### src/rtl/bcd_pkg.sv
// Shared state encoding and digit constants for the sequential BCD-to-binary converter.
package bcd_pkg;

    typedef enum logic [1:0] {S_IDLE, S_CONV, S_DONE} conv_state_t;

    localparam logic [3:0] BCD_ADJ_THRESH = 4'd8;
    localparam logic [3:0] BCD_ADJ_SUB    = 4'd3;
    localparam logic [3:0] BCD_MAX        = 4'd9;

endpackage

### src/rtl/bcd_digit_adj.sv
// Reverse double-dabble correction for one BCD digit after the right shift.
module bcd_digit_adj
    import bcd_pkg::*;
(
    input  logic [3:0] i_digit,
    output logic [3:0] o_digit_c
);

    // A digit >= 8 after shifting right holds a borrowed half-ten; 8-3 >= 5, so no wrap.
    assign o_digit_c = (i_digit >= BCD_ADJ_THRESH) ? (i_digit - BCD_ADJ_SUB) : i_digit;

endmodule

### src/rtl/bcd_to_bin_seq.sv
// Sequential BCD-to-binary converter: one right shift plus per-digit correction per clock,
// BIN_W iterations per number, result returned over a valid/ready handshake.
module bcd_to_bin_seq
    import bcd_pkg::*;
#(
    parameter int unsigned DIGITS = 4,
    parameter int unsigned BIN_W  = 14
) (
    input  logic                  clk,
    input  logic                  rst_n,
    input  logic                  in_valid,
    output logic                  in_ready,
    input  logic [4*DIGITS-1:0]   bcd_in,
    output logic                  out_valid,
    input  logic                  out_ready,
    output logic [BIN_W-1:0]      bin_out,
    output logic                  err
);

    localparam int unsigned CNT_W = $clog2(BIN_W + 1);
    localparam int unsigned BCD_W = 4 * DIGITS;
    localparam int unsigned SR_W  = BCD_W + BIN_W;
    localparam logic [CNT_W-1:0] LAST_CNT = CNT_W'(BIN_W - 1);

    conv_state_t       r_state;
    conv_state_t       w_state_nxt;
    logic              r_in_ready;
    logic              r_out_valid;
    logic              w_in_ready_nxt;
    logic              w_out_valid_nxt;

    logic [SR_W-1:0]   r_shift;
    logic [CNT_W-1:0]  r_cnt;
    logic              r_err_lat;
    logic [BIN_W-1:0]  r_bin_out;
    logic              r_err;

    logic              w_accept;
    logic              w_last;
    logic              w_digit_err;
    logic [SR_W-1:0]   w_shifted;
    logic [BCD_W-1:0]  w_bcd_adj;
    logic [SR_W-1:0]   w_shift_adj;

    assign w_accept = in_valid && r_in_ready;
    assign w_last   = (r_state == S_CONV) && (r_cnt == LAST_CNT);

    // State register; handshake flags are registered from the next state.
    always_ff @(posedge clk or negedge rst_n) begin
        if (!rst_n) begin
            r_state     <= S_IDLE;
            r_in_ready  <= 1'b1;
            r_out_valid <= 1'b0;
        end else begin
            r_state     <= w_state_nxt;
            r_in_ready  <= w_in_ready_nxt;
            r_out_valid <= w_out_valid_nxt;
        end
    end

    // Next-state logic.
    always_comb begin
        w_state_nxt = r_state;
        case (r_state)
            S_IDLE:  if (w_accept)              w_state_nxt = S_CONV;
            S_CONV:  if (r_cnt == LAST_CNT)     w_state_nxt = S_DONE;
            S_DONE:  if (r_out_valid && out_ready) w_state_nxt = S_IDLE;
            default:                            w_state_nxt = S_IDLE;
        endcase
    end

    // Output decode and invalid-digit detection.
    always_comb begin
        w_in_ready_nxt  = (w_state_nxt == S_IDLE);
        w_out_valid_nxt = (w_state_nxt == S_DONE);
        w_digit_err     = 1'b0;
        for (int unsigned i = 0; i < DIGITS; i++) begin
            if (bcd_in[4*i +: 4] > BCD_MAX) w_digit_err = 1'b1;
        end
    end

    assign w_shifted = r_shift >> 1;

    for (genvar g = 0; g < DIGITS; g++) begin : g_adj
        bcd_digit_adj u_adj (
            .i_digit   (w_shifted[BIN_W + 4*g +: 4]),
            .o_digit_c (w_bcd_adj[4*g +: 4])
        );
    end

    assign w_shift_adj = {w_bcd_adj, w_shifted[BIN_W-1:0]};

    // Shift register, iteration counter and result registers.
    always_ff @(posedge clk or negedge rst_n) begin
        if (!rst_n) begin
            r_shift   <= '0;
            r_cnt     <= '0;
            r_err_lat <= 1'b0;
            r_bin_out <= '0;
            r_err     <= 1'b0;
        end else begin
            if ((r_state == S_IDLE) && w_accept) begin
                r_shift   <= {bcd_in, {BIN_W{1'b0}}};
                r_cnt     <= '0;
                r_err_lat <= w_digit_err;
            end else if (r_state == S_CONV) begin
                r_shift <= w_shift_adj;
                r_cnt   <= r_cnt + CNT_W'(1);
            end
            // Results only change on entry to DONE so they hold through IDLE/CONV.
            if (w_last) begin
                r_err     <= r_err_lat;
                r_bin_out <= r_err_lat ? '0 : w_shift_adj[BIN_W-1:0];
            end
        end
    end

    assign in_ready  = r_in_ready;
    assign out_valid = r_out_valid;
    assign bin_out   = r_bin_out;
    assign err       = r_err;

endmodule

### config.mk
export PLATFORM = sky130hd
export DESIGN_NAME = bcd_to_bin_seq
export DESIGN_NICKNAME = d
export VERILOG_FILES = /design/src/rtl/bcd_pkg.sv /design/src/rtl/bcd_digit_adj.sv /design/src/rtl/bcd_to_bin_seq.sv
export SDC_FILE = /design/constraint.sdc
export NUM_CORES = 1
export LEC_CHECK = 0
export CAP_MARGIN = 20
export CORE_UTILIZATION = 54
export DETAILED_ROUTE_END_ITERATION = 10
export GPL_TIMING_DRIVEN = 0
export PLACE_DENSITY = 0.79
export SLEW_MARGIN = 15
export SYNTH_ARGS = -nofsm -noshare
export SYNTH_HDL_FRONTEND = slang
export SYNTH_HIERARCHICAL = 1
export SYNTH_SLANG_ARGS = --single-unit
### constraint.sdc
create_clock -name clk -period 1.7 [get_ports clk]
set_input_delay 0.51 -clock clk [delete_from_list [all_inputs] [get_ports clk]]
set_output_delay 0.51 -clock clk [all_outputs]
set_load 0.05 [all_outputs]
==> flow_summary.toml <==
[sta]
layout_worst_path_cycle_share = 0.977
rsz_0062_raised_after_global_routing = "false"
timing.clock.skew_ps = 11.8
max_freq_mhz = 602
relSlewSlack = 0.602
finalHoldViolCount = 0
report.final.slew_viol_count = 0
final_period_minus_worst_setup_slack_ps = 1660
finalSetupViolations = 0
final_critical_path_setup_slack_ps = 38.4
max_slew.worst_pin.slew_ps = 597

[cells_and_area]
most-common-layout-cells = "sky130_fd_sc_hd__dfrtp_1 (52), sky130_fd_sc_hd__nand3_1 (32), sky130_fd_sc_hd__o21ai_0 (25)"
design.final.nets = 345
filler_cell_count = 409
fraction_of_final_layout_cells_sized_beyond_drive_strength_1 = 0.199
layout.cells.most_common = "sky130_fd_sc_hd__dfrtp_1"
syn_to_final_growth_pct = 18.1
final_cells = 383
antenna-diode-count = 0

[clock_network]
cts_buffers = 5
ctsHtreeMaxLevel = 2
longest_clk_path_bufs = 2
clk-insertion-delay-late_ps = 310
clk_root_buffer_cell = "sky130_fd_sc_hd__clkbuf_8"
holdBufCountCts = 0
cts_tree = "built"
cts_num_sinks = 53
path_clk_slew_ps = 100

[logic_synthesis]
netlist_area_um2 = 2750
postSynth.asyncResetShare = 1.00
synthFlopType = "sky130_fd_sc_hd__dfrtp_1"
synth-warning-count = 6
avgSynthCellArea_um2 = 10.3
synthesis.instances = 267
yosysUniqueCellTypes = 37
postSynthRegisterBits = 53
seq_area_frac_synth = 0.482
synth.top_cell.area_share = 0.473
synth_area_leaders = "sky130_fd_sc_hd__dfrtp_1 (47%), sky130_fd_sc_hd__o41ai_2 (6.5%), sky130_fd_sc_hd__nand3_1 (5.8%), sky130_fd_sc_hd__ha_1 (4.5%), sky130_fd_sc_hd__o21ai_0 (4.5%)"
synth_enable_flop_cells = 0
synthDominantAreaCellType = "sky130_fd_sc_hd__dfrtp_1"

[place]
dpl.cell_count = 375
placement.io_buffers = 36
gp_routability_congestion = 0.788
dpl.hpwl_um = 4000
place_worst_setup_slack_ps = -123

[worst_setup_path]
cp-end-kind = "primary output"
regToRegStartpoint = "r_cnt[0]"
crit_family = "buffers and inverters"
critical_path_required_ps = 1190
worstPathBufferInverterCount = 1
worstSetupStartpoint = "bin_out[7]"
worst_path_max_fanout = 2
cp_slowest_cell = "sky130_fd_sc_hd__clkdlybuf4s15_1"
critPathLaunchType = "flip-flop"
crit_chain = "clkdlybuf4s15_1"
max_stage_delay_ps = 490
critPathArrivalTime_ps = 1150
critPathKind = "reg -> out"

[worst_hold_path]
hold_path_class = "in -> async"

[global_route]
global_route.usage.met1 = 0.335
grtUsageMet3 = 0.0302
antenna_found_initial = 0
overflow_after_grt = 0
grt_use_total = 0.228
number_of_global_route_vias_before_repair = 2013
use_met2 = 0.349
maximum_number_of_pins_on_one_net_before_global_route_repair = 29
grt_busiest_layer = "met2"
first_pass_grt_wire_length_um = 9460

[routing]
via_count = 2097
vias_per_cell = 5.48
route.detailed.drc = 0
wirelength_um = 5500
drt_iter0_markers = 153
average_detailed_routed_wire_length_per_instance_um = 14.3
drt_first_pass_iters = 4
drtAntennaViolNets = 0

[run_status]
outcome = "finished, final reports clean"

[run]
drv_cap = 0

[power_and_ir_drop]
power_leakage_nw = 1.53
ir_drop_v = 0.000940
power_density_nw_per_um2 = 1850

[die]
floorplan.die_area_um2 = 5390
std_cell_rows = 25
die_extent_in_y_um = 73.4
design.portCount = 37
initial_utilization = 0.572
die_w_um = 73.4
placeableCoreArea_um2 = 4820
registers in the layout (all words and copies together) (netlist names):
| signal | flops |
|---|---|
| bin_out | 14 |
| r_err_lat | 1 |
| r_shift | 29 |
| r_state | 2 |
| out_valid | 1 |
| in_ready | 1 |
| err | 1 |
| r_cnt | 4 |
worst paths after layout:
kind,endpoint,cells past startpoint,slack (ps)
max,bin_out[7],1,40
min,bin_out[7],1,200
max reg2reg,bin_out[1],6,140
min reg2reg,bin_out[0],2,500
max in group asynchronous,r_shift[21],2,940
min in group clk,bin_out[0],2,500
report_power, final:
group          leakage [nW]  total, mW  switching (mW)  internal [mW]
Combinational         0.806       3.11            1.97           1.14
Clock                0.0374      0.700           0.409          0.291
Sequential            0.690       2.23           0.424           1.80
Total                  1.53       6.03            2.80           3.23
routing by layer:
metal  share of wire  wire [µm]  vias up
met4           0.010         55        0
met2            0.45       2500       48
met5               0          0        -
met3           0.040        220        5
met1            0.50       2720     1019
li1                -          -     1025
timing repair:
item | CTS | global route
endpoints found under the setup margin | 17 | 15
gates cloned | 0 | 0
gates resized for setup | 38 | 14
setup buffers | 0 | 0
pin swaps | 0 | 0
cell type report:
type,instances,area [µm²],area share
multi-input cells,173,1220,0.374
flip-flops and latches,53,1330,0.408
plain buffers,21,135,0.0415
clock inverters,2,15.0,0.00462
well taps,67,83.8,0.0258
repair buffers,37,312,0.0958
clock buffers,6,72.6,0.0223
inverters,24,90.1,0.0277
stage by stage:
| step | total power [mW] | hold WS (ps) | area [µm²] | setup TNS (ps) | util |
|---|---|---|---|---|---|
| after floorplan | 4.60 | 214 | 2770 | 0 | - |
| after global placement | 5.39 | 462 | 3210 | -76080 | 0.667 |
| after detailed placement | 5.49 | 477 | 3230 | -1860 | 0.670 |
| after CTS | 6.12 | 215 | 3310 | 0 | 0.688 |
| after global routing | 6.48 | 238 | 3250 | 0 | 0.675 |
| final | 6.03 | 197 | 3250 | 0 | 0.675 |
cell families (layout without fill, tap and decap cells):
family	after synthesis	count (layout)	synth area share
AOI/OAI and AO/OA	75	75	0.220
and+or+nand+nor	73	73	0.136
DFF	53	53	0.482
buffers and inverters	45	90	0.0813
adders and majority gates	10	10	0.0454
xor gates and xnor gates	8	8	0.0254
muxes	2	2	0.00772
other	1	5	0.00136
synth_stat cells (2+ instances only):
library cell	number
sky130_fd_sc_hd__a21oi_1	4
sky130_fd_sc_hd__a22oi_1	6
sky130_fd_sc_hd__a22oi_2	9
sky130_fd_sc_hd__buf_2	11
sky130_fd_sc_hd__buf_6	5
sky130_fd_sc_hd__clkbuf_1	4
sky130_fd_sc_hd__dfrtp_1	52
sky130_fd_sc_hd__ha_1	10
sky130_fd_sc_hd__inv_1	24
sky130_fd_sc_hd__nand2_1	22
sky130_fd_sc_hd__nand2b_1	5
sky130_fd_sc_hd__nand3_1	32
sky130_fd_sc_hd__nor2b_1	4
sky130_fd_sc_hd__o21ai_0	25
sky130_fd_sc_hd__o21ai_1	13
sky130_fd_sc_hd__o41ai_1	3
sky130_fd_sc_hd__o41ai_2	11
sky130_fd_sc_hd__or2_1	2
sky130_fd_sc_hd__xnor2_1	4
sky130_fd_sc_hd__xor2_1	4
(Power assumes the default switching activity.)
